## config.mk

```make
export PLATFORM = sky130hd
export DESIGN_NAME = decoder
export DESIGN_NICKNAME = d
export VERILOG_FILES = /design/src/rtl/decoder.sv
export SDC_FILE = /design/constraint.sdc
export NUM_CORES = 1
export LEC_CHECK = 0
export ABC_AREA = 0
export CAP_MARGIN = 20
export CORE_ASPECT_RATIO = 1.75
export CORE_MARGIN = 5
export CORE_UTILIZATION = 31
export DETAILED_ROUTE_END_ITERATION = 10
export GPL_ROUTABILITY_DRIVEN = 0
export HOLD_SLACK_MARGIN = 0.05
export PLACE_DENSITY = 0.81
export SETUP_SLACK_MARGIN = 0.4
export SLEW_MARGIN = 20
export SYNTH_ARGS = -nofsm -noshare
export SYNTH_HDL_FRONTEND = slang
export SYNTH_SLANG_ARGS = --single-unit
export TNS_END_PERCENT = 5
```

## constraint.sdc

```tcl
create_clock -name clk -period 2.53 [get_ports clk]
set_input_delay 0.6325 -clock clk [delete_from_list [all_inputs] [get_ports clk]]
set_output_delay 0.6325 -clock clk [all_outputs]
set_load 0.03 [all_outputs]
```

## src/rtl/decoder.sv

```systemverilog
// decoder: combinational MIPS instruction decoder with a sticky illegal-instruction flag.
// Unrecognised encodings drive only `illegal`; every other output stays at its zero default.
module decoder (
    input  logic        clk,
    input  logic        reset,
    input  logic [31:0] Instr,
    output logic        lb,
    output logic        lbu,
    output logic        lh,
    output logic        lhu,
    output logic        lw,
    output logic        sb,
    output logic        sh,
    output logic        sw,
    output logic        DMWE,
    output logic        RFWE,
    output logic [1:0]  A3Sel,
    output logic [1:0]  WDSel,
    output logic        ALUSrcB,
    output logic [1:0]  EXTOp,
    output logic [3:0]  ALUOp,
    output logic [2:0]  BrType,
    output logic        j,
    output logic        jal,
    output logic        jr,
    output logic        jalr,
    output logic [3:0]  MDUOp,
    output logic        illegal,
    output logic        illegal_seen
);
    logic [5:0] w_op, w_funct;
    logic [4:0] w_rt, w_rd, w_dst;
    logic       w_wr, w_unused;
    logic       r_illegal_seen;

    assign w_op     = Instr[31:26];
    assign w_rt     = Instr[20:16];
    assign w_rd     = Instr[15:11];
    assign w_funct  = Instr[5:0];
    assign w_unused = ^{Instr[25:21], Instr[10:6]};

    always_comb begin
        {lb, lbu, lh, lhu, lw, sb, sh, sw} = '0;
        {j, jal, jr, jalr, illegal, ALUSrcB, w_wr} = '0;
        A3Sel  = 2'b00;
        WDSel  = 2'b00;
        EXTOp  = 2'b00;
        ALUOp  = 4'd0;
        BrType = 3'd0;
        MDUOp  = 4'd0;
        case (w_op)
            6'b000000: begin
                A3Sel = 2'b01;
                w_wr  = 1'b1;
                case (w_funct)
                    6'b100000, 6'b100001: ALUOp = 4'd0;
                    6'b100010, 6'b100011: ALUOp = 4'd1;
                    6'b100100: ALUOp = 4'd2;
                    6'b100101: ALUOp = 4'd3;
                    6'b100110: ALUOp = 4'd4;
                    6'b100111: ALUOp = 4'd5;
                    6'b101010: ALUOp = 4'd6;
                    6'b101011: ALUOp = 4'd7;
                    6'b000000: ALUOp = 4'd8;
                    6'b000010: ALUOp = 4'd9;
                    6'b000011: ALUOp = 4'd10;
                    6'b000100: ALUOp = 4'd11;
                    6'b000110: ALUOp = 4'd12;
                    6'b000111: ALUOp = 4'd13;
                    6'b001000: begin jr = 1'b1; A3Sel = 2'b00; w_wr = 1'b0; end
                    6'b001001: begin jalr = 1'b1; WDSel = 2'b10; end
                    6'b010000: begin MDUOp = 4'd7; WDSel = 2'b11; end
                    6'b010010: begin MDUOp = 4'd8; WDSel = 2'b11; end
                    6'b010001: begin MDUOp = 4'd5; A3Sel = 2'b00; w_wr = 1'b0; end
                    6'b010011: begin MDUOp = 4'd6; A3Sel = 2'b00; w_wr = 1'b0; end
                    // mult, multu, div, divu map to MDUOp 1..4 in funct order
                    6'b011000, 6'b011001, 6'b011010, 6'b011011: begin
                        MDUOp = 4'd1 + {2'b00, w_funct[1:0]};
                        A3Sel = 2'b00;
                        w_wr  = 1'b0;
                    end
                    default: begin illegal = 1'b1; A3Sel = 2'b00; w_wr = 1'b0; end
                endcase
            end
            6'b000001: begin
                case (w_rt)
                    5'd0:    BrType = 3'd5;
                    5'd1:    BrType = 3'd6;
                    default: illegal = 1'b1;
                endcase
            end
            6'b000100: BrType = 3'd1;
            6'b000101: BrType = 3'd2;
            6'b000110: BrType = 3'd3;
            6'b000111: BrType = 3'd4;
            6'b001000, 6'b001001, 6'b001010, 6'b001011,
            6'b001100, 6'b001101, 6'b001110, 6'b001111: begin
                w_wr    = 1'b1;
                ALUSrcB = 1'b1;
                EXTOp   = (w_op[2:0] == 3'b111) ? 2'b10 : w_op[2] ? 2'b00 : 2'b01;
                ALUOp   = w_op[2] ? ((w_op[1:0] == 2'b00) ? 4'd2 : (w_op[1:0] == 2'b10) ? 4'd4 : 4'd3)
                                  : (w_op[1] ? {3'b011, w_op[0]} : 4'd0);
            end
            6'b100000, 6'b100001, 6'b100011, 6'b100100, 6'b100101: begin
                lb      = (w_op == 6'b100000);
                lh      = (w_op == 6'b100001);
                lw      = (w_op == 6'b100011);
                lbu     = (w_op == 6'b100100);
                lhu     = (w_op == 6'b100101);
                w_wr    = 1'b1;
                ALUSrcB = 1'b1;
                EXTOp   = 2'b01;
                WDSel   = 2'b01;
            end
            6'b101000, 6'b101001, 6'b101011: begin
                sb      = (w_op == 6'b101000);
                sh      = (w_op == 6'b101001);
                sw      = (w_op == 6'b101011);
                ALUSrcB = 1'b1;
                EXTOp   = 2'b01;
            end
            6'b000010: j = 1'b1;
            6'b000011: begin jal = 1'b1; w_wr = 1'b1; A3Sel = 2'b10; WDSel = 2'b10; end
            default: illegal = 1'b1;
        endcase
    end

    // Writes to $0 are suppressed so nop and friends never touch the register file.
    assign w_dst = (A3Sel == 2'b01) ? w_rd : (A3Sel == 2'b10) ? 5'd31 : w_rt;
    assign RFWE  = w_wr & (|w_dst);
    assign DMWE  = sb | sh | sw;

    always_ff @(posedge clk) begin
        if (reset)
            r_illegal_seen <= 1'b0;
        else if (illegal)
            r_illegal_seen <= 1'b1;
    end

    assign illegal_seen = r_illegal_seen;
endmodule

```

==> flow_summary.ini, run 1 <==
[critical_path]
worstSetupEndpoint = illegal
reg2reg_slack_ns = 1.75
timing.rr.start = illegal_seen
cp-start-kind = input port
crit_start = Instr[2]
crit_type = in -> out
r2r_end = illegal_seen
cp.arrival_ns = 2.07
critPathCaptureType = output pin
r2r_cells = 2
crit_fanout = 7
required_ns = 1.90

[grt]
overflow = 0
grt_pass1_vias = 1751
grt_max_degree = 13
grt_pass1_wl_mm = 8.18
antenna_found_initial = 0
grt_usage = 0.245

[logic_synthesis]
synth-edff-count = 0
synthFlopType = dfxtp_1
yosys_warnings = 0
syn-mean-instance-area_sq_um = 5.97
syn_nets = 188
synth_top_area_share = 0.0964
syn-cell-area_sq_um = 896
synth-seq-area-share = 0.0223
yosysTopAreaCell = nor2_1
ys_ff_latch = 1
synth.area.top_cells = nor2_1 9.6%, nand2_1 6.3%, o21ai_0 6.1%
syn_inst = 150
synth_cell_types = 42
async_reset_ff_frac = 0

[min_path]
hp-class = reg -> reg

[floorplanning]
row_count = 25
die-area_sq_um = 4110
core-area_sq_um = 2750
ios = 68
start_util = 0.325
dieHeight_um = 81.1
die_w_um = 50.6

[clock_tree]
ctsHoldBuffers = 0
cts.reportedPaths.clkPinSlew_ns = 0
clk-insertion-delay-late_ns = 0

[timing]
final-max-slew-violation-count = 0
finalHoldViolations = 0
setup_violations = 12
tightest_slew_ns = 0.443
layout_min_cycle_time_ns = 2.70
skew_ns = 0
clock.fmax_ghz = 0.370
setup_slack_ns = -0.172
max_slew_margin = 0.702
fin_crit_sh = 1.07
rsz0062_at_grt = true

[placement]
hpwl_mm = 3.43
io_buffers = 57
dpl_cell_area_sq_um = 1880

[cells_and_area]
design_area_sq_um = 2360
area_growth_pct = 164
n_antenna_cell = 0
drive_gt1_frac = 0.682
largest_reg_flops = 1
nets = 295
finish.utilization = 0.859

[pwr]
power.leakage_uw = 0.00103
internal_power_uw = 199
power.switching_uw = 191
p_comb_frac = 0.953
clock_power_share = 0
ir_worst_vdd_v = 0.000109
seqPwrFrac = 0.047
powerDensity_nw_per_um2 = 165
p_sw_frac = 0.490

[routing]
first_pass_iters = 5
ant_nets = 0
drt-total-wl_mm = 5.59
vias_per_cell = 5.83
vias = 1644
first_iter_violations = 51
wl_per_cell_um = 19.8
route.detailed.drc = 0

[outcome]
status = finished, violations left
violations = setup timing

[flow_run]
cap_viol_max_count = 0
metrics by stage:
step	setup WS [ns]	hold WS, ns	TNS [ns]	power (uW)	cells
after floorplan	0.00944	0.763	0	158	150
after global placement	-0.635	0.547	-10.12	282	273
after detailed placement	-0.698	0.567	-11.19	290	273
after CTS	-0.175	0.567	-0.877	337	279
after global routing	-0.215	0.620	-1.78	407	282
final	-0.172	0.577	-0.939	389	282
layout by cell type, fill, tap and decap left out, types with 5 or more instances in the layout:
cell | Yosys | routed
a21oi_1 | 6 | 6
o21ai_2 | 0 | 6
nor2_4 | 1 | 7
nor2_2 | 2 | 7
buf_6 | 3 | 33
o21ai_0 | 11 | 5
nand2_1 | 15 | 10
buf_4 | 1 | 64
nor2_1 | 23 | 12
inv_1 | 9 | 5
clkdlybuf4s50_1 | 0 | 8
power by group through the flow:
stage                     Sequential (uW)  Clock, uW  Combinational, uW
after floorplan                      20.7          0                137
after global placement               18.0          0                264
after detailed placement             18.2          0                272
after CTS                            18.2          0                319
after global routing                 18.5          0                388
final                                18.4          0                371
cells in the mapped netlist (all sizes together) (4+ instances only):
master,number
nor4,5
and2,5
nor3,7
a31oi,4
inv,9
nand3,6
buf,10
clkbuf,4
nand2,15
nand2b,6
a21oi,6
ha,4
o21ai,15
nor2,26
final cells by class:
| class | count | area, sq um |
|---|---|---|
| inverters | 9 | 53.8 |
| fillers | 155 | 388 |
| well taps | 27 | 33.8 |
| multi-input cells | 126 | 1170 |
| repair buffers | 119 | 1090 |
| flip-flops and latches | 1 | 20.0 |
worst min-delay path by stage:
stage	start	endpoint	cells after the start	slack, ns
after global routing	illegal_seen	illegal_seen	2	0.62
after global placement	illegal_seen	illegal_seen	2	0.55
final	illegal_seen	illegal_seen	2	0.58
after floorplan	illegal_seen	illegal_seen	2	0.76
after CTS	illegal_seen	illegal_seen	2	0.57
after detailed placement	illegal_seen	illegal_seen	2	0.57
cell families after synthesis:
| kind of cell | count (synthesis) | synth area share |
|---|---|---|
| compound gates | 41 | 0.296 |
| fa+ha+maj | 4 | 0.0559 |
| buf+inv | 23 | 0.134 |
| flops | 1 | 0.0223 |
| mux | 1 | 0.0112 |
| simple gates | 80 | 0.480 |
per-layer routing:
metal  global-route usage  wire [um]
met5                    0          0
met4               0.0639        182
met3               0.0220        281
met2                0.516       3320
met1                0.236       1810
timing repair:
| item | in CTS | in global routing |
|---|---|---|
| endpoints found under the setup margin | 34 | 34 |
| buffers inserted | 6 | 3 |
| gates cloned | 0 | 0 |
| pin swaps | 27 | 23 |
| resized for setup | 127 | 55 |
worst max-delay path: stages:
cell and delay (ns):
clkbuf_4 0.21, mux2i_4 0.30, nor4_4 0.05, a31o_1 0.25
nor3_4 0.25, a41o_4 0.25, buf_6 0.12
Note: power is estimated with default switching activity, not from simulation.
==> run 2, diff against run 1 <==
SETUP_SLACK_MARGIN = 0.02   (was 0.4)
==> run 2 against run 1 <==
Net effect:
- the run still ends with setup timing left
- combinational power is 23% lower
- clock skew did not move
- core utilization is 15 points lower
- register-to-register slack better by 0.02 ns
- wire length shrank 22%
- setup slack better by 0.032 ns
- sequential power about the same
- sequential share of layout area is 0.18 points higher
- die area did not move
- cell count fell by 4.3%
- worst hold slack worse by 0.0067 ns
==> flow_summary.ini, run 2 (synthesis gave the netlist of run 1 again) <==
[critical_path]
crit_fanout = 4
cp.arrival_ns = 2.04
reg2reg_slack_ns = 1.77
crit_type = in -> out
required_ns = 1.90
cp-start-kind = input port
critPathCaptureType = output pin
crit_start = Instr[0]
timing.rr.start = illegal_seen

[pwr]
ir_worst_vdd_v = 0.0000793
power.leakage_uw = 0.000872
powerDensity_nw_per_um2 = 155

[cells_and_area]
nets = 283
drive_gt1_frac = 0.551
area_growth_pct = 118
largest_reg_flops = 1
layout_common_cells = 74 x buf_4, 18 x nor2_1, 15 x nand2_1, 9 x buf_6
design_area_sq_um = 1950
n_antenna_cell = 0
final_common_cell = buf_4

[grt]
antenna_found_initial = 0
grt_usage = 0.185
grtUsageMet1 = 0.175
grt_max_degree = 14
grtUsageMet2 = 0.403
grt_pass1_wl_mm = 6.30
overflow = 0
use_met3 = 0.0110
grt_pass1_vias = 1457
busiest_layer = met2

[floorplanning]
die_w_um = 50.6
die-area_sq_um = 4110
start_util = 0.325
row_count = 25
ios = 68
core-area_sq_um = 2750
dieHeight_um = 81.1

[routing]
wl_per_cell_um = 16.1
first_iter_violations = 59
route.detailed.drc = 0
ant_nets = 0
vias = 1502
vias_per_cell = 5.56
drt-total-wl_mm = 4.34
first_pass_iters = 4

[clock_tree]
ctsHoldBuffers = 0
cts.reportedPaths.clkPinSlew_ns = 0
clk-insertion-delay-late_ns = 0

[timing]
layout_min_cycle_time_ns = 2.67
fin_crit_sh = 1.06
finalHoldViolations = 0
clock.fmax_ghz = 0.374
final-max-slew-violation-count = 0
setup_violations = 15
rsz0062_at_grt = true
max_slew_margin = 0.795
fin_setup_tns_ns = -0.852
tightest_slew_ns = 0.307
skew_ns = 0
setup_slack_ns = -0.141

[flow_run]
cap_viol_max_count = 0

[placement]
hpwl_mm = 3.08
dpl_cell_area_sq_um = 1700
io_buffers = 57

[min_path]
hp-class = reg -> reg
hold_start = illegal_seen

[outcome]
status = finished, violations left
violations = setup timing
run 2: cell count changes in the layout (fill, tap and decap cells not counted), moves of 4 or more:
cell	delta
buf_6	-24
nor2_1	+6
nand2_1	+5
dlygate4sd2_1	+4
nor2_2	-4
o21ai_2	-4
buf_4	+10
run 2: final cells by class:
class	count	area (sq um)
fill	214	798
sequential	1	20.0
tap	27	33.8
inverter	9	43.8
timing repair buffer	107	881
multi-input combinational	126	976
run 2: power breakdown:
group | internal (uW) | total [uW] | switching (uW) | leakage, uW
Combinational | 137 | 285 | 148 | 0.000864
Sequential | 17.5 | 18.3 | 0.854 | 0.00000842
Clock | 0 | 0 | 0 | 0
run 2: worst max-delay path, stage by stage:
cell and delay (ns):
buf_12 0.12, inv_6 0.06, ha_4 0.18, buf_6 0.12
o21ai_1 0.07, o21ai_1 0.23, nor3_2 0.09, buf_4 0.15
o311ai_4 0.21, buf_6 0.17
run 2: layer usage:
metal	routed length, um	vias to the layer above
li1	-	731
met1	1420	704
met2	2660	59
met3	212	8
met4	53	0
met5	0	-
run 2: path summary, 6_finish.rpt:
path	end	cells past startpoint
worst min-delay path	illegal_seen	2
worst max-delay path	RFWE	10
worst max register to register	illegal_seen	2
worst min register to register	illegal_seen	2
run 2: per-stage QoR:
| stage | util | hold WS [ns] | cells | power [uW] | setup WS, ns |
|---|---|---|---|---|---|
| after floorplan | - | 0.763 | 150 | 138 | -0.299 |
| after global placement | 0.617 | 0.554 | 267 | 256 | -0.696 |
| after detailed placement | 0.617 | 0.565 | 267 | 259 | -0.778 |
| after CTS | 0.673 | 0.565 | 268 | 280 | -0.139 |
| after global routing | 0.710 | 0.609 | 270 | 322 | -0.184 |
| final | 0.710 | 0.570 | 270 | 303 | -0.141 |
run 2: timing repair:
item                                   4_1_cts  5_1_grt
endpoints found under the hold margin        0        0
setup buffers                                1        2
setup endpoints to repair                   34       30
resized for setup                           77       33
pin swaps                                   16       11
